<file path="src/rtl/unified_mem_arbiter_pkg.sv">
// Shared types and constants for the unified IF/MEM memory arbiter.
package unified_mem_arbiter_pkg;

  typedef enum logic [1:0] {
    ST_IDLE   = 2'd0,
    ST_BUSY_D = 2'd1,
    ST_BUSY_I = 2'd2
  } arb_state_e;

  localparam int unsigned STARVE_W = 4;
  localparam logic [31:0] POISON   = 32'hDEADBEEF;

  // Increment that sticks at all-ones instead of wrapping.
  function automatic logic [STARVE_W-1:0] sat_inc(input logic [STARVE_W-1:0] v);
    return (v == '1) ? v : v + STARVE_W'(1);
  endfunction

endpackage

</file>
<file path="src/rtl/unified_mem_arbiter_watchdog.sv">
// Busy-cycle timeout counter for the arbiter; present only when MEM_ARB_TIMEOUT_EN is defined.
`ifdef MEM_ARB_TIMEOUT_EN
module unified_mem_arbiter_watchdog #(
  parameter int unsigned LIMIT = 64
) (
  input  logic clock,
  input  logic reset,
  input  logic clear,
  input  logic enable,
  output logic expire_c
);

  localparam int unsigned CNT_W = $clog2(LIMIT + 1);

  logic [CNT_W-1:0] cnt_q;
  logic [CNT_W-1:0] cnt_d;

  // Expires on the LIMIT-th enabled cycle since the last clear.
  assign expire_c = enable && (cnt_q == CNT_W'(LIMIT - 1));

  always_comb begin
    cnt_d = cnt_q;
    if (clear) begin
      cnt_d = '0;
    end else if (enable && !expire_c) begin
      cnt_d = cnt_q + CNT_W'(1);
    end
  end

  always_ff @(posedge clock or posedge reset) begin
    if (reset) begin
      cnt_q <= '0;
    end else begin
      cnt_q <= cnt_d;
    end
  end

endmodule
`endif

</file>
<file path="src/rtl/unified_mem_arbiter.sv">
// Arbitrates one single-port memory between instruction fetch and load/store, data first with a
// starvation limit for fetch. Define MEM_ARB_TIMEOUT_EN to add the busy timeout and sticky err.
module unified_mem_arbiter
  import unified_mem_arbiter_pkg::*;
#(
`ifdef MEM_ARB_TIMEOUT_EN
  parameter int unsigned TIMEOUT_CYCLES = 64,
`endif
  parameter int unsigned ADDR_W     = 32,
  parameter int unsigned DATA_W     = 32,
  parameter int unsigned STARVE_MAX = 4
) (
  input  logic              clock,
  input  logic              reset,
  input  logic              i_req,
  input  logic [ADDR_W-1:0] i_addr,
  output logic [ADDR_W-1:0] i_rdata,
  output logic              i_done,
  output logic              i_stall,
  input  logic              d_req,
  input  logic              d_we,
  input  logic [ADDR_W-1:0] d_addr,
  input  logic [DATA_W-1:0] d_wdata,
  output logic [DATA_W-1:0] d_rdata,
  output logic              d_done,
  output logic              d_stall,
  output logic              mem_req,
  output logic              mem_we,
  output logic [ADDR_W-1:0] mem_addr,
  output logic [DATA_W-1:0] mem_wdata,
  input  logic [DATA_W-1:0] mem_rdata,
  input  logic              mem_ack,
  output logic              err
);

  arb_state_e          state_q, state_d;
  logic                mem_req_q, mem_req_d;
  logic                mem_we_q, mem_we_d;
  logic [ADDR_W-1:0]   mem_addr_q, mem_addr_d;
  logic [DATA_W-1:0]   mem_wdata_q, mem_wdata_d;
  logic [ADDR_W-1:0]   i_rdata_q, i_rdata_d;
  logic [DATA_W-1:0]   d_rdata_q, d_rdata_d;
  logic                i_done_q, i_done_d;
  logic                d_done_q, d_done_d;
  logic [STARVE_W-1:0] starve_cnt_q, starve_cnt_d;
  logic                err_q, err_d;
  logic                grant_c;
  logic                timeout_c;

`ifdef MEM_ARB_TIMEOUT_EN
  logic busy_c;
  assign busy_c = (state_q != ST_IDLE);

  unified_mem_arbiter_watchdog #(
    .LIMIT (TIMEOUT_CYCLES)
  ) u_watchdog (
    .clock    (clock),
    .reset    (reset),
    .clear    (grant_c),
    .enable   (busy_c && !mem_ack),
    .expire_c (timeout_c)
  );
`else
  assign timeout_c = 1'b0;
`endif

  // Next-state and registered-output computation.
  always_comb begin
    state_d      = state_q;
    mem_req_d    = mem_req_q;
    mem_we_d     = mem_we_q;
    mem_addr_d   = mem_addr_q;
    mem_wdata_d  = mem_wdata_q;
    i_rdata_d    = i_rdata_q;
    d_rdata_d    = d_rdata_q;
    i_done_d     = 1'b0;
    d_done_d     = 1'b0;
    starve_cnt_d = starve_cnt_q;
    err_d        = err_q;
    grant_c      = 1'b0;

    unique case (state_q)
      ST_IDLE: begin
        // The cycle carrying a done pulse is dead: no grant, so the finishing requester's held req is not re-taken.
        if (!i_done_q && !d_done_q) begin
          if (d_req && (!i_req || (starve_cnt_q < STARVE_W'(STARVE_MAX)))) begin
            state_d     = ST_BUSY_D;
            grant_c     = 1'b1;
            mem_req_d   = 1'b1;
            mem_we_d    = d_we;
            mem_addr_d  = d_addr;
            mem_wdata_d = d_wdata;
            if (i_req) begin
              starve_cnt_d = sat_inc(starve_cnt_q);
            end
          end else if (i_req) begin
            state_d      = ST_BUSY_I;
            grant_c      = 1'b1;
            mem_req_d    = 1'b1;
            mem_we_d     = 1'b0;
            mem_addr_d   = i_addr;
            starve_cnt_d = '0;
          end
        end
      end
      ST_BUSY_D: begin
        if (mem_ack) begin
          mem_req_d = 1'b0;
          d_done_d  = 1'b1;
          state_d   = ST_IDLE;
          if (!mem_we_q) begin
            d_rdata_d = mem_rdata;
          end
        end else if (timeout_c) begin
          mem_req_d = 1'b0;
          d_done_d  = 1'b1;
          d_rdata_d = DATA_W'(POISON);
          err_d     = 1'b1;
          state_d   = ST_IDLE;
        end
      end
      ST_BUSY_I: begin
        if (mem_ack) begin
          mem_req_d = 1'b0;
          i_done_d  = 1'b1;
          i_rdata_d = ADDR_W'(mem_rdata);
          state_d   = ST_IDLE;
        end else if (timeout_c) begin
          mem_req_d = 1'b0;
          i_done_d  = 1'b1;
          i_rdata_d = ADDR_W'(POISON);
          err_d     = 1'b1;
          state_d   = ST_IDLE;
        end
      end
      default: begin
        state_d   = ST_IDLE;
        mem_req_d = 1'b0;
      end
    endcase
  end

  always_ff @(posedge clock or posedge reset) begin
    if (reset) begin
      state_q      <= ST_IDLE;
      mem_req_q    <= 1'b0;
      mem_we_q     <= 1'b0;
      mem_addr_q   <= '0;
      mem_wdata_q  <= '0;
      i_rdata_q    <= '0;
      d_rdata_q    <= '0;
      i_done_q     <= 1'b0;
      d_done_q     <= 1'b0;
      starve_cnt_q <= '0;
      err_q        <= 1'b0;
    end else begin
      state_q      <= state_d;
      mem_req_q    <= mem_req_d;
      mem_we_q     <= mem_we_d;
      mem_addr_q   <= mem_addr_d;
      mem_wdata_q  <= mem_wdata_d;
      i_rdata_q    <= i_rdata_d;
      d_rdata_q    <= d_rdata_d;
      i_done_q     <= i_done_d;
      d_done_q     <= d_done_d;
      starve_cnt_q <= starve_cnt_d;
      err_q        <= err_d;
    end
  end

  assign mem_req   = mem_req_q;
  assign mem_we    = mem_we_q;
  assign mem_addr  = mem_addr_q;
  assign mem_wdata = mem_wdata_q;
  assign i_rdata   = i_rdata_q;
  assign d_rdata   = d_rdata_q;
  assign i_done    = i_done_q;
  assign d_done    = d_done_q;
  assign err       = err_q;
  assign i_stall   = i_req & ~i_done_q;
  assign d_stall   = d_req & ~d_done_q;

endmodule

</file>
<file path="config.mk">
export PLATFORM = sky130hd
export DESIGN_NAME = unified_mem_arbiter
export DESIGN_NICKNAME = d
export VERILOG_FILES = /design/src/rtl/unified_mem_arbiter_pkg.sv /design/src/rtl/unified_mem_arbiter_watchdog.sv /design/src/rtl/unified_mem_arbiter.sv
export SDC_FILE = /design/constraint.sdc
export NUM_CORES = 1
export LEC_CHECK = 0
export ABC_AREA = 0
export CAP_MARGIN = 10
export CORE_ASPECT_RATIO = 0.5
export CORE_MARGIN = 4
export CORE_UTILIZATION = 42
export CTS_BUF_LIST = sky130_fd_sc_hd__clkbuf_8
export CTS_CLUSTER_SIZE = 10
export DETAILED_ROUTE_END_ITERATION = 12
export MAX_ROUTING_LAYER = met4
export PLACE_DENSITY = 0.92
export REMOVE_ABC_BUFFERS = 1
export SLEW_MARGIN = 20
export SYNTH_ARGS = -nofsm -noshare
export SYNTH_HDL_FRONTEND = slang
export SYNTH_SLANG_ARGS = --single-unit
export TNS_END_PERCENT = 10
</file>
<file path="constraint.sdc">
create_clock -name clock -period 5.68 [get_ports clock]
set_input_delay 0.568 -clock clock [delete_from_list [all_inputs] [get_ports clock]]
set_output_delay 0.568 -clock clock [all_outputs]
set_load 0.01 [all_outputs]
</file>
After elaboration in Yosys (flattened, before gate mapping)
Cells that the tools add are included.

Muxes and demuxes: 21. $lt $le $gt $ge: 1. Bitwise logic cells: 5. Div/mod/pow operators: 0. Shift operators: 0. Reduce and logical (&&, ||, !) cells: 15. Equal/unequal tests: 7. Add/subtract/negate cells: 1. Multipliers: 0.

Operators with widths (count): two-way mux 32 bit (2); two-way mux 4 bit (4); AND reduction 3 bit (4); two-way mux 1 bit (9); two-way mux 2 bit (4); adder 4 x 1 -> 4 bit, second input constant (1); equality test 4 bit, second input constant (1); < comparator 4 x 3 -> 1 bit, second input constant (1); inequality test 2 bit, second input constant (2); case mux 2 bit (2 select lines) (1); AND reduction 4 bit (1); logical NOT 1 bit (3); inequality test 3 bit, second input constant (1); inverter 1 bit (3); AND 1 bit (2); equality test 2 x 1 -> 1 bit, second input constant (1); equality test 2 bit, second input constant (1); logical AND 1 bit (2); logical NOT 2 bit (1); inequality test 2 x 1 -> 1 bit, second input constant (1); case mux 1 bit (2 select lines) (1); AND reduction 2 bit (1); nonzero test 2 bit (1); OR reduction 2 bit (1); logical OR 1 bit (1).

ROM bits: 0. Input port bits: 134. Output and inout port bits: 135. Latch bits: 0. Memories kept: 0. Bits in writable memories: 0. Bits in registers: 138.

Logic depth before layout (Yosys ltp)
Depth after elaboration: 6. Mapped depth: 8.

Least setup slack after synthesis
Ideal clock, no wire load.

Path kind: flip-flop to flip-flop. Start: register state_q[0]. End: register mem_wdata_q[0], in the netlist mem_wdata[0]. Data arrival time: 1.587 ns. Path slack: 3.968 ns. Stages on the path, launching flop included: 9. Setup time: 0.125 ns. Path buffers: 2. Clock period less this slack: 1.712 ns. Path through: dfrtp_1 -> inv_1 -> ha_1 -> nor3b_2 -> and2b_1 -> buf_6 -> nand2_4 -> buf_6 -> mux2_4.

Cells in the longest elaborated chain, start to end: 2.

RTL lines: start, declared (line unified_mem_arbiter.sv:36) `arb_state_e state_q, state_d;`; start signal, assigned (line unified_mem_arbiter.sv:157) `state_q <= state_d;`; logical NOT 2 bit (line unified_mem_arbiter.sv:82) `unique case (state_q)`; AND reduction 3 bit (no line); end signal, assigned (line unified_mem_arbiter.sv:161) `mem_wdata_q <= mem_wdata_d;`; end, declared (line unified_mem_arbiter.sv:40) `logic [DATA_W-1:0] mem_wdata_q, mem_wdata_d;`.

No other way between the ends. A chain may end at the register's enable or synchronous reset.

Final worst setup path
Start: register state_q[1]. End: register mem_wdata_q[12], in the netlist mem_wdata[12].

The elaborated chain is that of the path after synthesis.

==> qor.txt <==
Cts bufs inserted: 17
Via count: 4400
Routed Antenna Nets: 0
RePlAce Congestion: 0.871
Max-Cap Viols: 0
Pwr Density: 568 mW/mm²
Root Driver: clkbuf_8
Clock Sinks: 138
Synth top area share: 61.5%
I/O pin cnt: 269
Setup TNS: 0 ps
Pleak: 3.88 nW
Final setup violation count: 0
Final net count: 832
Initial antenna violation count: 0
DRC: 0
RSZ-0062 raised after global routing: no
Netlist cell types: 27
Layout cell share with drive strength beyond 1: 19.5%
Max Clock Freq: 0.407 GHz
Die width: 172 µm
Final total power: 5.04 mW
Initial Utilization: 43.6%
Status: finished, final reports clean
Cell count after synthesis: 426
Final worst path period share: 43.3%
Critical path required time: 5980 ps
Resize count post-CTS: 0
Die Ht: 89.8 µm
GRT overflow: 0
Vias per std cell: 5.02
CTS tree: built
Period minus WS final: 2460 ps
Reg clk slew, reported paths: 80 ps
Register bit total from synthesis: 138
Post-synth top area cell: dfrtp_1
EDFF count, synth: 0
PortBufs: 267
Sequential fraction of the synthesis area: 61.5%
Final Max Tran Viols: 0
Skew final: 17.5 ps
Finished Core Util: 68.9%
Die Area: 0.0154 mm²
Routed WL: 17700 µm
Highest routed layer: met4
Met2 routed WL: 9380 µm
Worst min path class: reg -> reg
Worst skew pair latency: 430 ps
Wire length per cell: 20.2 µm
Met1 WL: 6950 µm
Hold_ws: 482 ps
YS warnings: 0
Slew headroom: 54.8%
Maximum fanout along the worst path: 35
Async set-or-reset flop fraction in the synthesized netlist: 100%
Area contributors post-synth: dfrtp_1, mux2_2, mux2_4, a21oi_1, nand2_1
Critical path launch point type: register
Most frequent cell after synthesis: dfrtp_1
Metal3 WL: 642 µm
Drt first pass iters: 5
Inserted Diodes: 0
GRT Util Overall: 23.8%
Number of global-route vias before repair: 4728
Post-Syn Area per Cell: 13.2 µm²
Post-synth top cells: dfrtp_1, mux2_2, a21oi_1, nand2_1, nor2_1
Synth Flop Type: dfrtp_1
Syn Std Cell Area: 0.00561 mm²
First DRT Iteration DRCs: 290
Global-route wire length before repair: 27300 µm
Worst path arrival time: 2760 ps
Slew @ Worst Pin: 675 ps
Hold_buf cts: 0
Rows: 29
Syn-to-layout area delta: 58.1%
H-tree depth: 4
Post-CTS Setup Bufs: 0
Post-Place Cells: 845
Kind of critical path: reg -> reg
Core Area: 0.0129 mm²
Detailed placement HPWL: 13200 µm
Post-Layout Cell Count: 877
Largest net degree at the start of global routing: 52
CP Capture Type: register
Maximum clock path buffer count: 2
Maximum vdd drop: 0.237 mV
Final hold vios: 0
[registers in the layout, summed over array words and instances, names as in the netlist]
register / flops
i_done: 1
state_q: 2
i_rdata: 32
mem_addr: 32
starve_cnt_q: 4
mem_req: 1
d_done: 1
mem_wdata: 32
mem_we: 1
d_rdata: 32
[worst max-delay path, stage by stage, from the launching register on]
cell and delay, ps:
dfrtp_1 410, inv_1 90, ha_1 180, nor3b_2 250, and2b_1 160, buf_4 360, nand2_4 420, mux2_4 440
[layout make-up]
cell class / count / area (µm²)
Clock inverter: 15 / 224
Timing Repair Buffer: 274 / 2730
Multi-Input combinational cell: 258 / 2000
Clock buffer: 17 / 234
Inverter: 5 / 21.3
Fill cell: 909 / 4010
Sequential cell: 138 / 3450
Tap cell: 170 / 213
[report_power, final]
group / total [mW] / switching, mW / internal, mW
logic: 2.37 / 0.963 / 1.41
registers: 1.76 / 0.282 / 1.47
clock network: 0.919 / 0.394 / 0.526
[cells by family after synthesis]
group                    count (synthesis)  synth area share, %
multiplexers                            97                 21.5
flip-flops                             138                 61.5
other                                    1               0.0668
AND/OR/NAND/NOR                         82                 6.17
AO/OA/AOI/OAI                           74                 7.00
buffers and inverters                   30                 2.90
adder cells (fa/ha/maj)                  4                0.891
[placed cells by master, fill, tap and decap left out]
master,instances
dfrtp_1,138
clkinv_4,5
o21ai_2,1
inv_4,1
nor2b_1,3
clkinv_2,1
conb_1,1
o21a_1,1
o31ai_1,1
o21ai_1,1
nand2_2,1
mux2_2,66
a22o_1,4
bufinv_16,5
mux2_1,1
inv_1,6
nor2_1,34
nand2_4,1
and2b_1,1
and2_1,3
ha_1,4
o21ai_0,1
clkbuf_8,17
a21oi_1,64
nor3b_2,1
buf_4,7
nand3_1,1
nand2_1,36
inv_6,2
clkdlybuf4s50_1,267
nand2b_1,1
a21o_1,1
mux2_4,30
[layer usage]
layer | GRT usage [%] | vias up
met4 | 10.9 | 0
met5 | - | -
li1 | - | 1996
met1 | 28.6 | 2217
met2 | 39.5 | 136
met3 | 3.99 | 51
[stage by stage]
stage | setup slack, ps | area, µm²
floorplan | 1420 | 5470
global placement | 2980 | 8410
detailed placement | 2940 | 8410
CTS | 3230 | 8870
global route | 3080 | 8870
finish | 3220 | 8870
[worst paths after layout]
kind / startpoint / to / slack [ps] / cells past startpoint
worst min register to register: mem_req / mem_req / 480 / 1
worst min-delay path: mem_req / mem_req / 480 / 1
worst max-delay path: state_q[1] / mem_wdata[12] / 3220 / 7
max in group asynchronous: reset / d_rdata[21] / 4050 / 3
min in group asynchronous: reset / mem_wdata[22] / 540 / 2
worst max register to register: state_q[1] / mem_wdata[12] / 3220 / 7
No activity file was read; power rests on OpenSTA's default activity.
